==> config.mk <==
export PLATFORM = sky130hd
export DESIGN_NAME = uart_cmd_decoder
export DESIGN_NICKNAME = d
export VERILOG_FILES = /design/src/rtl/uart_cmd_decoder.sv
export SDC_FILE = /design/constraint.sdc
export NUM_CORES = 1
export LEC_CHECK = 0
export CAP_MARGIN = 0
export CORE_UTILIZATION = 60
export CTS_BUF_LIST = sky130_fd_sc_hd__clkbuf_4 sky130_fd_sc_hd__clkbuf_8 sky130_fd_sc_hd__clkbuf_16
export CTS_CLUSTER_DIAMETER = 50
export CTS_CLUSTER_SIZE = 14
export DETAILED_ROUTE_END_ITERATION = 12
export PLACE_DENSITY = 0.83
export SETUP_SLACK_MARGIN = 0.2
export SLEW_MARGIN = 20
export SYNTH_ARGS = -nofsm -noshare
export SYNTH_HDL_FRONTEND = slang
export SYNTH_SLANG_ARGS = --single-unit
==> constraint.sdc <==
create_clock -name clk -period 2.3 [get_ports clk]
set_input_delay 0.46 -clock clk [delete_from_list [all_inputs] [get_ports clk]]
set_output_delay 0.46 -clock clk [all_outputs]
set_load 0.01 [all_outputs]
==> src/rtl/uart_cmd_decoder.sv <==
// Parses HEADER/CMD/~CMD byte frames from the UART receiver into a registered
// 2-bit motor instruction, with an inter-byte gap timer and a command watchdog.
module uart_cmd_decoder #(
  parameter logic [7:0]  HEADER      = 8'hA5,
  parameter logic [15:0] GAP_CYCLES  = 16'd5000,
  parameter logic [31:0] WDOG_CYCLES = 32'd5_000_000
) (
  input  logic       clk,
  input  logic       reset,
  input  logic [7:0] rx_data,
  input  logic       rx_valid,
  output logic [1:0] instr,
  output logic       cmd_strobe,
  output logic       frame_err,
  output logic       timeout
);

  // state   | meaning
  // IDLE    | waiting for HEADER, other bytes dropped silently
  // GOT_HDR | HEADER seen, expecting CMD (upper six bits zero)
  // GOT_CMD | CMD latched in cmd_q, expecting CHK == ~cmd_q
  typedef enum logic [1:0] {IDLE, GOT_HDR, GOT_CMD} state_t;

  state_t      state_q, state_d;
  logic [7:0]  cmd_q, cmd_d;
  logic [15:0] gap_cnt;
  logic [31:0] wd_cnt;
  logic        accept, err, gap_expire, wd_expire;

  // The expiry cycle is the GAP_CYCLES-th idle cycle after the last byte.
  assign gap_expire = (GAP_CYCLES != 16'd0) && (state_q != IDLE) && !rx_valid &&
                      (gap_cnt == GAP_CYCLES - 16'd1);
  assign wd_expire  = (WDOG_CYCLES != 32'd0) && (wd_cnt == WDOG_CYCLES - 32'd1);

  always_comb begin
    state_d = state_q;
    cmd_d   = cmd_q;
    accept  = 1'b0;
    err     = 1'b0;
    case (state_q)
      IDLE: begin
        if (rx_valid && rx_data == HEADER) state_d = GOT_HDR;
      end
      GOT_HDR: begin
        if (rx_valid) begin
          if (rx_data[7:2] == 6'd0) begin
            cmd_d   = rx_data;
            state_d = GOT_CMD;
          end else begin
            err     = 1'b1;
            state_d = (rx_data == HEADER) ? GOT_HDR : IDLE;
          end
        end else if (gap_expire) begin
          err     = 1'b1;
          state_d = IDLE;
        end
      end
      GOT_CMD: begin
        if (rx_valid) begin
          if (rx_data == ~cmd_q) begin
            accept  = 1'b1;
            state_d = IDLE;
          end else begin
            err     = 1'b1;
            state_d = (rx_data == HEADER) ? GOT_HDR : IDLE;
          end
        end else if (gap_expire) begin
          err     = 1'b1;
          state_d = IDLE;
        end
      end
      default: state_d = IDLE;
    endcase
  end

  always_ff @(posedge clk) begin
    if (reset) begin
      state_q    <= IDLE;
      cmd_q      <= 8'd0;
      gap_cnt    <= 16'd0;
      wd_cnt     <= 32'd0;
      instr      <= 2'b00;
      cmd_strobe <= 1'b0;
      frame_err  <= 1'b0;
      timeout    <= 1'b0;
    end else begin
      state_q    <= state_d;
      cmd_q      <= cmd_d;
      cmd_strobe <= accept;
      frame_err  <= err;

      if (state_d == IDLE || rx_valid)
        gap_cnt <= 16'd0;
      else if (gap_cnt != 16'hFFFF)
        gap_cnt <= gap_cnt + 16'd1;

      if (accept)
        wd_cnt <= 32'd0;
      else if (wd_cnt != WDOG_CYCLES)
        wd_cnt <= wd_cnt + 32'd1;

      // Acceptance beats a coincident watchdog expiry.
      if (accept) begin
        instr   <= cmd_q[1:0];
        timeout <= 1'b0;
      end else if (wd_expire) begin
        instr   <= 2'b00;
        timeout <= 1'b1;
      end
    end
  end

endmodule

Word-level counts from Yosys, hierarchy flattened
Cells that the tools add are included.

storage, ports and cells
  input port bits = 11
  register bits after elaboration = 63
  logic and storage cells = 51
  output and inout bits = 5

operators by class
  $add $sub $neg = 2
  equality and inequality tests = 8
  reduce and logical (&&, ||, !) cells = 13
  multiplexer cells = 19
  bitwise operators = 1

operators with widths
  operator               count
  $add 32x1->32 const B  1
  $eq 32x23->1 const B   1
  $ne 32x23->1 const B   1
  $add 16x1->16 const B  1
  $eq 16x13->1 const B   1
  $ne 16x16->1 const B   1
  $mux 2                 7
  $mux 1                 10
  $eq 8x8->1             1
  $eq 8x8->1 const B     1
  $not 8->8              1
  $logic_not 6->1        1
  $pmux 2 s3             1
  $logic_not 2->1        2
  $reduce_bool 2->1      2
  $reduce_or 2->1        2
  $logic_and 1x1->1      3
  $reduce_and 3->1       1
  $eq 2x1->1 const B     1
  $eq 2x2->1 const B     1
  $pmux 1 s2             1
  $logic_not 1->1        1
  $logic_or 1x1->1       1

Depth between registers and ports, before layout
Gate-level depths: netlist of run 1.

  word-level depth = 9
  depth in mapped cells = 8
  depth with buffers taken out = 7

Worst setup path before layout of run 1
No wires, ideal clock.

  kind = input -> register
  start point = input rx_data[3]
  end point = register gap_cnt[10]
  required time = 2166 ps
  path slack = 207 ps
  arrival time = 1959 ps
  stages = 5
  setup time = 134 ps
  buffers on the path = 1
  path through = or3_4 or3_4 a311oi_4 buf_4 a211oi_1

between the ends
  word-level cells in the longest chain between the ends = 8
  elaborated cells between the ends (all ways) = 14
  those cells by class = eq/ne (2); mux (7); reduce/logical (5)

RTL lines
  what                                RTL line    source
  start, declared                     10          input logic [7:0] rx_data,
  $eq 8x8->1                          42, 51, 65
  $mux 1                              51, 65
  $mux 1 or $mux 2 (tied branches)    60, 46
  $mux 2, on equally long branches    59, 45
  $pmux 2 s3 *                        40          case (state_q)
  $logic_not 2->1 *                   92          if (state_d == IDLE || rx_valid)
  $logic_or 1x1->1 *                  92
  $reduce_or 2->1 (no source line) *  --
  end signal, assigned                95          gap_cnt <= gap_cnt + 16'd1;
  end, declared                       26          logic [15:0] gap_cnt;

Mark *: on every way between the ends. The rest lies on a longest branch, timed or not.
A chain may end at the register's enable or synchronous reset.

Final worst setup path of run 1
  start point = input rx_data[4]
  end point = register gap_cnt[7]

The elaborated chain is that of the path after synthesis.

==> impl_results.md, run 1 <==
* Kind of cell with the highest combined delay on the critical path: simple AND/OR/NAND/NOR gates
* Top Ports at 16
* Cell breakdown of the critical path: clkdlybuf4s15_1 > or3_4 > or3_4 > a21bo_4 > o41ai_4 > buf_4 > buf_12 > a2111oi_4
* Yosys top cell by area: dfxtp_1
* Cell count after placement at approximately 450
* Aggregate negative setup slack at 0 ps
* Full die area at about 5600 sq um
* Site Rows at 26
* Initial antenna violation count at 0
* Global-route usage over all layers at between 30% and 40%
* Status: finished clean
* Most used flip-flop cell after synthesis: dfxtp_1
* Number of H-tree levels at 3
* Synthesis Warnings at 0
* First-pass DRT Iterations at 5
* Worst clock skew on the final layout at between 8 and 9 ps
* Largest cells by area after synthesis: dfxtp_1 (39%), xnor2_1 (7.9%), nor2_1 (4.9%)
* Post-detailed-placement half-perimeter wirelength at 4610 um
* Routability congestion estimate from global placement at 0.856
* Post-synthesis cell type count at 42
* Share of post-route cells with drive strength above 1 at a little under a fifth
* Sequential-to-total area share from yosys stat at 39.4%
* Delay of the slowest cell on the worst path at about 400 ps
* Final number of max-transition violations at 0
* Antenna Nets Post-Route at 0
* Quantity of I/O buffers inserted on ports at 15
* Crit path max fanout at 9
* Horizontal die dimension at around 75 um
* Count of hold buffers inserted by post-cts repair at 0
* CP startpoint kind: input port
* Category of the worst setup path capture point: register
* Flop and latch count out of synthesis at between 60 and 70
* Non-filler instance count after layout at between 400 and 500
* Proportion of power drawn by the clock network at 49.4%
* Final hold viol count at 0
* Number of clock buffers inserted by TritonCTS at 9
* Leakage dissipation at 1.39 nW
* Most repeated library cell on the critical path: or3_4
* Critical path buffer and inverter count at 3
* Pin count of the biggest net entering global routing at 34
* Synthesized instance count at around 350
* Residual DRC at 0
* Sequential cell area at ~1300 sq um
* Bufs on Longest Clock Path at 2
* Number of maximum-capacitance constraint violations at 0
* GRT Residual Overflow at 0
* Data required, critical path at 2540 ps
* # diodes at 0
* Proportion of power drawn by flip-flops and latches at approximately 46%
* Maximum clock frequency at ~0.49 GHz
* Chip Height at about 75 um
* Power density cells at 594 nW/um^2
* Number of endpoints failing setup at the final stage at 0
* Overall power of the completed layout at 2.38 mW
* Wire length of the first global-routing pass at 13,000 um
* Switching share of total power at 21.4%
* Net load switching power at about 0.5 mW
* Number of enable-type register cells in the synthesized netlist at 0
* Power share of the combinational group at under 10%
* Type of the tightest min-delay check: reg -> reg
* Non-Filler Cell Area, Final at between 4000 and 5000 sq um
* Clock transition time at the flip-flop clock pins of the worst setup and hold paths at ~70 ps
* Skew-Pair Late Insertion Delay at between 300 and 400 ps
* Core ar. at 5140 sq um
* Slowest cell on crit path: or3_4
* Multi-input gate area at a little under 2000 sq um
* Cell internal pwr at between 1.5 and 2 mW
* Netlist Area Pre-Place at 3200 sq um
* Final WL at 8570 um
* Area share of the largest cell type after synthesis at 39.4%
* Share of synthesized registers carrying an async set or reset at 0%
* Buffer type at the clock tree root: clkbuf_8
* Effective utilization at floorplan at 62.3%
* Via count normalized by instance count at between 6 and 7
* Worst IR drop on VDD at between 0.0004 and 0.0005 V
* Sinks on the clock net at 63
* Slew HR at approximately three fifths
* Worst slack on hold paths at between 400 and 500 ps
* Placed inst area at ~3600 sq um
* CTS tree: yes
* Ratio of final minimum period to clock period at between 80% and 90%
* Data arrival at the endpoint of the critical path at between 2000 and 2500 ps
* Post-synthesis net count at 371
* Area grow syn2layout at 25.2%
* Number of DRC markers in iteration 0 at approximately 270
* Vias in the first global route at about 2.8k
* # nets final at between 400 and 500
* Via total after detailed routing at roughly 3.0k
* Final critical path time including I/O delays and setup at approximately 2000 ps
* Transition at the pin with the smallest max-transition slack at 568 ps
* Setup repair after global routing missed its margin: true
* Layout filler cell count at approximately 320
* Type of the worst setup path: in -> reg
* Mean instance size in the synthesized netlist at 9.08 sq um
* Final routed wire length divided by cell count at around 18 um
[final cells by class]
| class | instances | area share, % |
|---|---|---|
| clock inverters | 6 | 2.71 |
| clock buffers | 10 | 3.28 |
| multi-input cells | 263 | 48.4 |
| inverters | 12 | 1.12 |
| repair buffers | 45 | 10.9 |
| well taps | 70 | 2.18 |
| flip-flops and latches | 63 | 31.5 |
[layer usage]
layer  wire (um)  part of all wire (%)  vias to the layer above  GRT usage [%]
met1        3560                    42                     1405           37.4
met2        4300                    50                      143           52.4
met4         309                   3.6                        0           18.0
li1            -                     -                     1371              -
met5           0                     0                        -              0
met3         394                   4.6                       35           4.28
[synth_stat cells (all sizes together) (2+ instances only)]
master   instances
a211oi          12
a22o             2
inv             12
nand3           15
nor2            42
and2             8
nand4           12
nor4            18
clkbuf           9
a221oi           4
and3             7
or3              7
a21oi           11
nor4b            5
ha               7
nor3             9
nand2b           2
buf              6
o2111ai          3
xnor2           29
mux2i            5
and4            11
o21ai            8
xor2            16
nand2           18
dfxtp           63
[per-stage QoR]
step / setup slack [ps] / util [%]
after floorplan: 207 / -
after global routing: 144 / 78.0
after detailed placement: -254 / 69.6
final: 254 / 78.0
after CTS: 219 / 77.2
after global placement: -224 / 69.6
[power by group through the flow]
stage	Clock, mW	Sequential [mW]	Combinational [mW]
floorplan	0	1.12	0.0484
global placement	0	1.12	0.0919
detailed placement	0	1.12	0.0954
CTS	1.17	1.10	0.101
global route	1.22	1.10	0.112
finish	1.18	1.10	0.106
[placed cells by master (no fill, tap or decap), types with 9 or more instances in the layout]
| cell type | n |
|---|---|
| dfxtp_1 | 62 |
| nor2_1 | 41 |
| buf_4 | 25 |
| xnor2_1 | 23 |
| nand2_1 | 18 |
| xor2_1 | 16 |
| nand3_1 | 15 |
| nor4_1 | 14 |
| inv_1 | 12 |
| nand4_1 | 12 |
| and4_1 | 11 |
| a21oi_1 | 11 |
| nor3_1 | 9 |
| clkbuf_8 | 9 |
[worst min-delay path, delay by kind of cell (launching register included)]
kind | cells | cell delay (ps)
flops | 1 | 330
simple gates | 2 | 120
[state kept, by name, summed over array words and instances, names as in the netlist]
| register | count |
|---|---|
| wd_cnt | 32 |
| gap_cnt | 16 |
| cmd_q | 8 |
| instr | 2 |
| state_q | 2 |
| cmd_strobe | 1 |
| frame_err | 1 |
| timeout | 1 |
[cell families (layout without fill, tap and decap cells)]
| kind of cell | count (synthesis) | after routing | share of synthesized area, % |
|---|---|---|---|
| DFF | 63 | 63 | 39.4 |
| buffers and inverters | 27 | 73 | 3.67 |
| and+or+nand+nor | 158 | 158 | 28.5 |
| AOI/OAI and AO/OA | 48 | 48 | 11.9 |
| adders and majority gates | 7 | 7 | 2.73 |
| muxes | 5 | 5 | 1.56 |
| xor gates and xnor gates | 45 | 45 | 12.3 |
[final timing paths]
check / startpoint / to / slack, ps / cells past startpoint
hold / removal: timeout / timeout / 470 / 2
hold reg to reg: timeout / timeout / 470 / 2
setup / recovery: rx_data[4] / gap_cnt[7] / 250 / 8
setup reg to reg: state_q[0] / gap_cnt[1] / 260 / 9
[what timing repair did]
| action | 4_1_cts | 5_1_grt |
|---|---|---|
| gates resized for setup | 26 | 5 |
| endpoints found under the hold margin | 0 | 0 |
| pin swaps | 9 | 5 |
| cloned | 1 | 0 |
| setup buffers | 4 | 2 |
| setup endpoints to repair | 11 | 23 |
No activity file was read; power rests on OpenSTA's default activity.
==> run 2, diff against run 1 <==
--- a/config.mk
+++ b/config.mk
@@ -11,7 +11,7 @@
 export CTS_CLUSTER_DIAMETER = 50
 export CTS_CLUSTER_SIZE = 14
 export DETAILED_ROUTE_END_ITERATION = 12
-export PLACE_DENSITY = 0.83
+export PLACE_DENSITY = 0.8
 export SETUP_SLACK_MARGIN = 0.2
 export SLEW_MARGIN = 20
 export SYNTH_ARGS = -nofsm -noshare
==> impl_results.md, run 2 (synthesized netlist as in run 1, its figures left out) <==
* Cell breakdown of the critical path: inv_1 > ha_4 > nor4_4 > nand4_1 > buf_4 > a21bo_4 > o41ai_4 > buf_4 > buf_12 > buf_12 > a211oi_1
* Final WL at 7370 um (-14%)
* Multi-input gate area at 1920 sq um (-0.90%)
* Ratio of final minimum period to clock period at 90.6% (+1.6 points)
* Sinks on the clock net at 63 (unchanged)
* Data arrival at the endpoint of the critical path at 2310 ps (+20 ps)
* Post-detailed-placement half-perimeter wirelength at 4340 um (-5.8%)
* Commonest non-fill, non-tap cell in the layout: dfxtp_1
* Top Ports at 16 (unchanged)
* Via count normalized by instance count at 6.05 (-4.0%)
* Register containing the most flip-flops in the final layout: wd_cnt
* Final number of max-transition violations at 0 (unchanged)
* Number of H-tree levels at 3 (unchanged)
* Final design utilization at 78.0% (about the same)
* Pin count of the biggest net entering global routing at 34 (unchanged)
* Number of DRC markers in iteration 0 at 300 (+13%)
* Kind of cell with the highest combined delay on the critical path: buffers and inverters
* Antenna Nets Post-Route at 0 (unchanged)
* Data required, critical path at 2530 ps (about the same)
* CP startpoint kind: register
* Switching share of total power at 20.6% (-0.75 points)
* Final routed wire length divided by cell count at 15.7 um (-14%)
* Wire length of the first global-routing pass at 11,800 um (-9.3%)
* Vias in the first global route at 2,546 (-8.9%)
* Proportion of power drawn by the clock network at 50.4% (+1.0 points)
* Number of flip-flops in the largest register at 32 (unchanged)
* Core ar. at 5140 sq um (unchanged)
* Setup ws final at 216 ps (-37.8 ps)
* Routability congestion estimate from global placement at 0.816 (-4.7%)
* Site Rows at 26 (unchanged)
* Final hold viol count at 0 (unchanged)
* Global-route usage over all layers at 28.0% (-2.9 points)
* Full die area at 5640 sq um (unchanged)
* Number of maximum-capacitance constraint violations at 0 (unchanged)
* Type of the worst setup path: reg -> reg
* Net load switching power at 0.499 mW (-2.0%)
* Via total after detailed routing at 2,830 (-4.2%)
* Residual DRC at 0 (unchanged)
* Chip Height at 75.1 um (unchanged)
* Power share of the combinational group at 4.1% (-0.4 points)
* Slowest cell on crit path: dfxtp_2
* # nets final at 411 (-0.24%)
* GRT Residual Overflow at 0 (unchanged)
* First-pass DRT Iterations at 6 (+1)
* Number of clock buffers inserted by TritonCTS at 9 (unchanged)
* Layout filler cell count at 346 (+8.8%)
* # diodes at 0 (unchanged)
* Buffer type at the clock tree root: clkbuf_8
* Slew HR at 64.3% (+2.5 points)
* Worst clock skew on the final layout at 7.17 ps (-1.07 ps)
* Share of post-route cells with drive strength above 1 at 17.8% (-0.71 points)
* Transition at the pin with the smallest max-transition slack at 531 ps (-37.6 ps)
* Area grow syn2layout at 25.1% (about the same)
* Commonest non-fill, non-tap cells in the layout: dfxtp_1 (60), nor2_1 (41), xnor2_1 (26)
* Crit path max fanout at 7 (-2)
* Critical path buffer and inverter count at 5 (+2)
* Skew-Pair Late Insertion Delay at 350 ps (about the same)
* Effective utilization at floorplan at 62.3% (unchanged)
* Clock transition time at the flip-flop clock pins of the worst setup and hold paths at 70 ps (about the same)
* Number of endpoints failing setup at the final stage at 0 (unchanged)
* Proportion of power drawn by flip-flops and latches at 45.4% (-0.7 points)
* Bufs on Longest Clock Path at 2 (unchanged)
* Registers with the most flip-flops: wd_cnt x32, gap_cnt x16, cmd_q x8
* Power density cells at 604 nW/um^2 (+1.7%)
* Sequential cell area at 1260 sq um (+0.20%)
* Setup repair after global routing missed its margin: false
* Count of hold buffers inserted by post-cts repair at 0 (unchanged)
* Cell count after placement at 445 (-0.22%)
* CTS tree: yes
* Delay of the slowest cell on the worst path at 330 ps (-70 ps)
* Cell internal pwr at 1.92 mW (+2.5%)
* Horizontal die dimension at 75.1 um (unchanged)
* Leakage dissipation at 1.37 nW (-1.2%)
* Category of the worst setup path capture point: register
* Worst IR drop on VDD at 0.000498 V (+12%)
* Initial antenna violation count at 0 (unchanged)
* Status: finished clean
* Worst slack on hold paths at 472 ps (-3.01 ps)
* Final critical path time including I/O delays and setup at 2080 ps (+37.8 ps)
* Type of the tightest min-delay check: reg -> reg
* Non-filler instance count after layout at 468 (-0.21%)
* Dpl ws at -267 ps (-13.7 ps)
* Maximum clock frequency at 0.480 GHz (-1.8%)
* Quantity of I/O buffers inserted on ports at 15 (unchanged)
## run 2: layout make-up
class	count	share of cell area, %
Inverter	12	1.12
Sequential cell	63	31.6
Timing Repair Buffer	44	10.8
Multi-Input combinational cell	263	48.0
Clock buffer	11	3.78
Clock inverter	5	2.59
Tap cell	70	2.19
## run 2: path summary, 6_finish.rpt
check	cells after the start	slack [ps]	from	endpoint
worst max-delay path	11	220	state_q[1]	gap_cnt[5]
worst max register to register	11	220	state_q[1]	gap_cnt[5]
worst min register to register	2	470	timeout	timeout
worst min-delay path	2	470	timeout	timeout
## run 2: worst reg2reg max path, cell delays in order, from the launching register on
cell and delay [ps]:
dfxtp_2 330, inv_1 90, ha_4 190, nor4_4 200, nand4_1 200, buf_4 200, a21bo_4 220, o41ai_4 40
buf_4 190, buf_12 130, buf_12 110, a211oi_1 60
## run 2: metrics by stage
stage | area [sq um] | total power, mW | setup TNS, ps
after floorplan | 3200 | 1.17 | 0
after CTS | 3930 | 2.43 | 0
final | 4010 | 2.42 | 0
after global routing | 4010 | 2.49 | 0
after global placement | 3560 | 1.22 | -2380
after detailed placement | 3560 | 1.22 | -3730
## run 2: per-layer routing
metal	wire, um	track usage [%]
met2	3610	45.7
met1	3170	34.2
met5	0	0
met3	406	8.70
met4	180	11.5
## run 2: what timing repair did
item	in CTS	in global routing
pin swaps	9	8
setup endpoints to repair	16	20
resized for setup	15	17
buffers inserted	2	4
cloned	1	0
## run 2: power groups by stage
stage	registers [mW]	clock network, mW	logic (mW)
floorplan	1.12	0	0.0484
global placement	1.12	0	0.0918
detailed placement	1.12	0	0.0950
CTS	1.10	1.24	0.0973
global route	1.10	1.28	0.107
finish	1.10	1.22	0.0995
==> run 3, diff against run 2 <==
--- a/config.mk
+++ b/config.mk
@@ -11,7 +11,9 @@
 export CTS_CLUSTER_DIAMETER = 50
 export CTS_CLUSTER_SIZE = 14
 export DETAILED_ROUTE_END_ITERATION = 12
+export GPL_ROUTABILITY_DRIVEN = 0
 export PLACE_DENSITY = 0.8
+export REMOVE_ABC_BUFFERS = 1
 export SETUP_SLACK_MARGIN = 0.2
 export SLEW_MARGIN = 20
 export SYNTH_ARGS = -nofsm -noshare
==> impl_results.md, run 3 (synthesized netlist as in run 1, its figures left out) <==
* Effective utilization at floorplan at 62.3% (unchanged)
* Worst IR drop on VDD at 0.000529 V (+6.4%)
* First-pass DRT Iterations at 5 (-1)
* Global-route usage over all layers at 30.3% (+2.3 points)
* Delay of the slowest cell on the worst path at 380 ps (+50 ps)
* CP startpoint kind: input port
* Number of flip-flops in the largest register at 32 (unchanged)
* Type of the tightest min-delay check: reg -> reg
* Final WL at 7630 um (+3.5%)
* Register containing the most flip-flops in the final layout: wd_cnt
* Via total after detailed routing at 2,834 (+0.14%)
* Pin count of the biggest net entering global routing at 15 (-56%)
* Leakage dissipation at 1.39 nW (+1.4%)
* Sinks on the clock net at 63 (unchanged)
* Ratio of final minimum period to clock period at 88.9% (-1.7 points)
* Wire length of the first global-routing pass at 12,600 um (+7.4%)
* Aggregate negative setup slack at 0 ps (unchanged)
* GRT Residual Overflow at 0 (unchanged)
* Status: finished clean
* Initial antenna violation count at 0 (unchanged)
* Type of the worst setup path: in -> reg
* Core ar. at 5140 sq um (unchanged)
* Setup repair after global routing missed its margin: true
* Vias in the first global route at 2,812 (+10%)
* Number of endpoints failing setup at the final stage at 0 (unchanged)
* Share of post-route cells with drive strength above 1 at 19.9% (+2.0 points)
* Clock transition time at the flip-flop clock pins of the worst setup and hold paths at 80 ps (about the same)
* Area grow syn2layout at 26.0%
* Number of clock buffers inserted by TritonCTS at 9 (unchanged)
* Slew HR at 66.7% (+2.4 points)
* Full die area at 5640 sq um (unchanged)
* Registers with the most flip-flops: wd_cnt x32, gap_cnt x16, cmd_q x8
* Chip Height at 75.1 um (unchanged)
* Worst slack on hold paths at 473 ps (+1.62 ps)
* Overall power of the completed layout at 2.31 mW (-4.4%)
* Transition at the pin with the smallest max-transition slack at 498 ps (-32.5 ps)
* Most repeated library cell on the critical path: or3_4
* Final hold viol count at 0 (unchanged)
* Crit path max fanout at 5 (-2)
* Data required, critical path at 2550 ps (+20 ps)
* Buffer type at the clock tree root: clkbuf_8
* Commonest non-fill, non-tap cell in the layout: dfxtp_1
* # nets final at 416 (+1.2%)
* Post-detailed-placement half-perimeter wirelength at 4560 um (+5.0%)
* Final critical path time including I/O delays and setup at 2040 ps (-40.2 ps)
* Number of H-tree levels at 3 (unchanged)
* Top Ports at 16 (unchanged)
* Final number of max-transition violations at 0 (unchanged)
* Number of maximum-capacitance constraint violations at 0 (unchanged)
* Site Rows at 26 (unchanged)
* Residual DRC at 0 (unchanged)
* Power density cells at 573 nW/um^2 (-5.1%)
* Horizontal die dimension at 75.1 um (unchanged)
* Worst clock skew on the final layout at 10.2 ps (+3.00 ps)
* Skew-Pair Late Insertion Delay at 340 ps (about the same)
* # diodes at 0 (unchanged)
* CTS tree: yes
* Antenna Nets Post-Route at 0 (unchanged)
* Via count normalized by instance count at 5.99 (-0.92%)
* Number of DRC markers in iteration 0 at 126 (-58%)
* Data arrival at the endpoint of the critical path at 2290 ps (-20 ps)
* Quantity of I/O buffers inserted on ports at 15 (unchanged)
* Final routed wire length divided by cell count at 16.1 um (+2.4%)
* Bufs on Longest Clock Path at 2 (unchanged)
* Slowest cell on crit path: or3_4
* Maximum clock frequency at 0.489 GHz (+2.0%)
* Cell breakdown of the critical path: clkdlybuf4s15_1 > or3_4 > or3_4 > a21bo_4 > o41ai_4 > buf_4 > buf_12 > a2111oi_4
* Category of the worst setup path capture point: register
* Commonest non-fill, non-tap cells in the layout: dfxtp_1 (62), nor2_1 (42), xnor2_1 (28)
==> run 3: timing repair <==
item,in CTS,in global routing
setup endpoints to repair,18,20
hold buffers,0,0
cloned,3,0
pin swaps,9,4
buffers inserted,8,2
resized for setup,27,14
==> run 3: worst paths after layout <==
path	end	start	cells past startpoint	slack [ps]
worst min register to register	timeout	timeout	2	470
worst max-delay path	gap_cnt[7]	rx_data[6]	8	260
worst min-delay path	timeout	timeout	2	470
worst max register to register	gap_cnt[14]	gap_cnt[0]	9	260
==> run 3: cell type report <==
| cell class | count | area, sq um |
|---|---|---|
| clock buffers | 13 | 166 |
| clock inverters | 3 | 65.1 |
| fillers | 348 | 1100 |
| inverters | 12 | 45.0 |
| multi-input cells | 263 | 1930 |
| flip-flops and latches | 63 | 1260 |
| well taps | 70 | 87.6 |
| repair buffers | 49 | 483 |
==> run 3: layer usage <==
metal / part of all wire, % / global-route usage, %
met1: 42 / 33.2
met2: 49 / 52.6
met3: 4.7 / 8.43
met4: 4.0 / 17.4
met5: 0 / 0
==> run 3: report_power, final <==
group	total [mW]	switching (mW)	internal, mW
sequential	1.10	0.00437	1.09
clock	1.12	0.423	0.693
combinational	0.0991	0.0539	0.0453
total	2.31	0.482	1.83
==> run 3: through the flow <==
step	utilization, %	setup slack, ps	cells	cell area [sq um]
finish	78.6	256	473	4040
global route	78.6	174	473	4040
CTS	78.0	217	471	4010
detailed placement	68.9	-523	444	3540
global placement	68.9	-487	444	3540
floorplan	-	130	338	3130
==> run 3: worst max-delay path: cells and delay by family <==
kind	cells	cell delay, ps
AOI/OAI and AO/OA	3	600
and+or+nand+nor	2	740
buffers and inverters	3	490
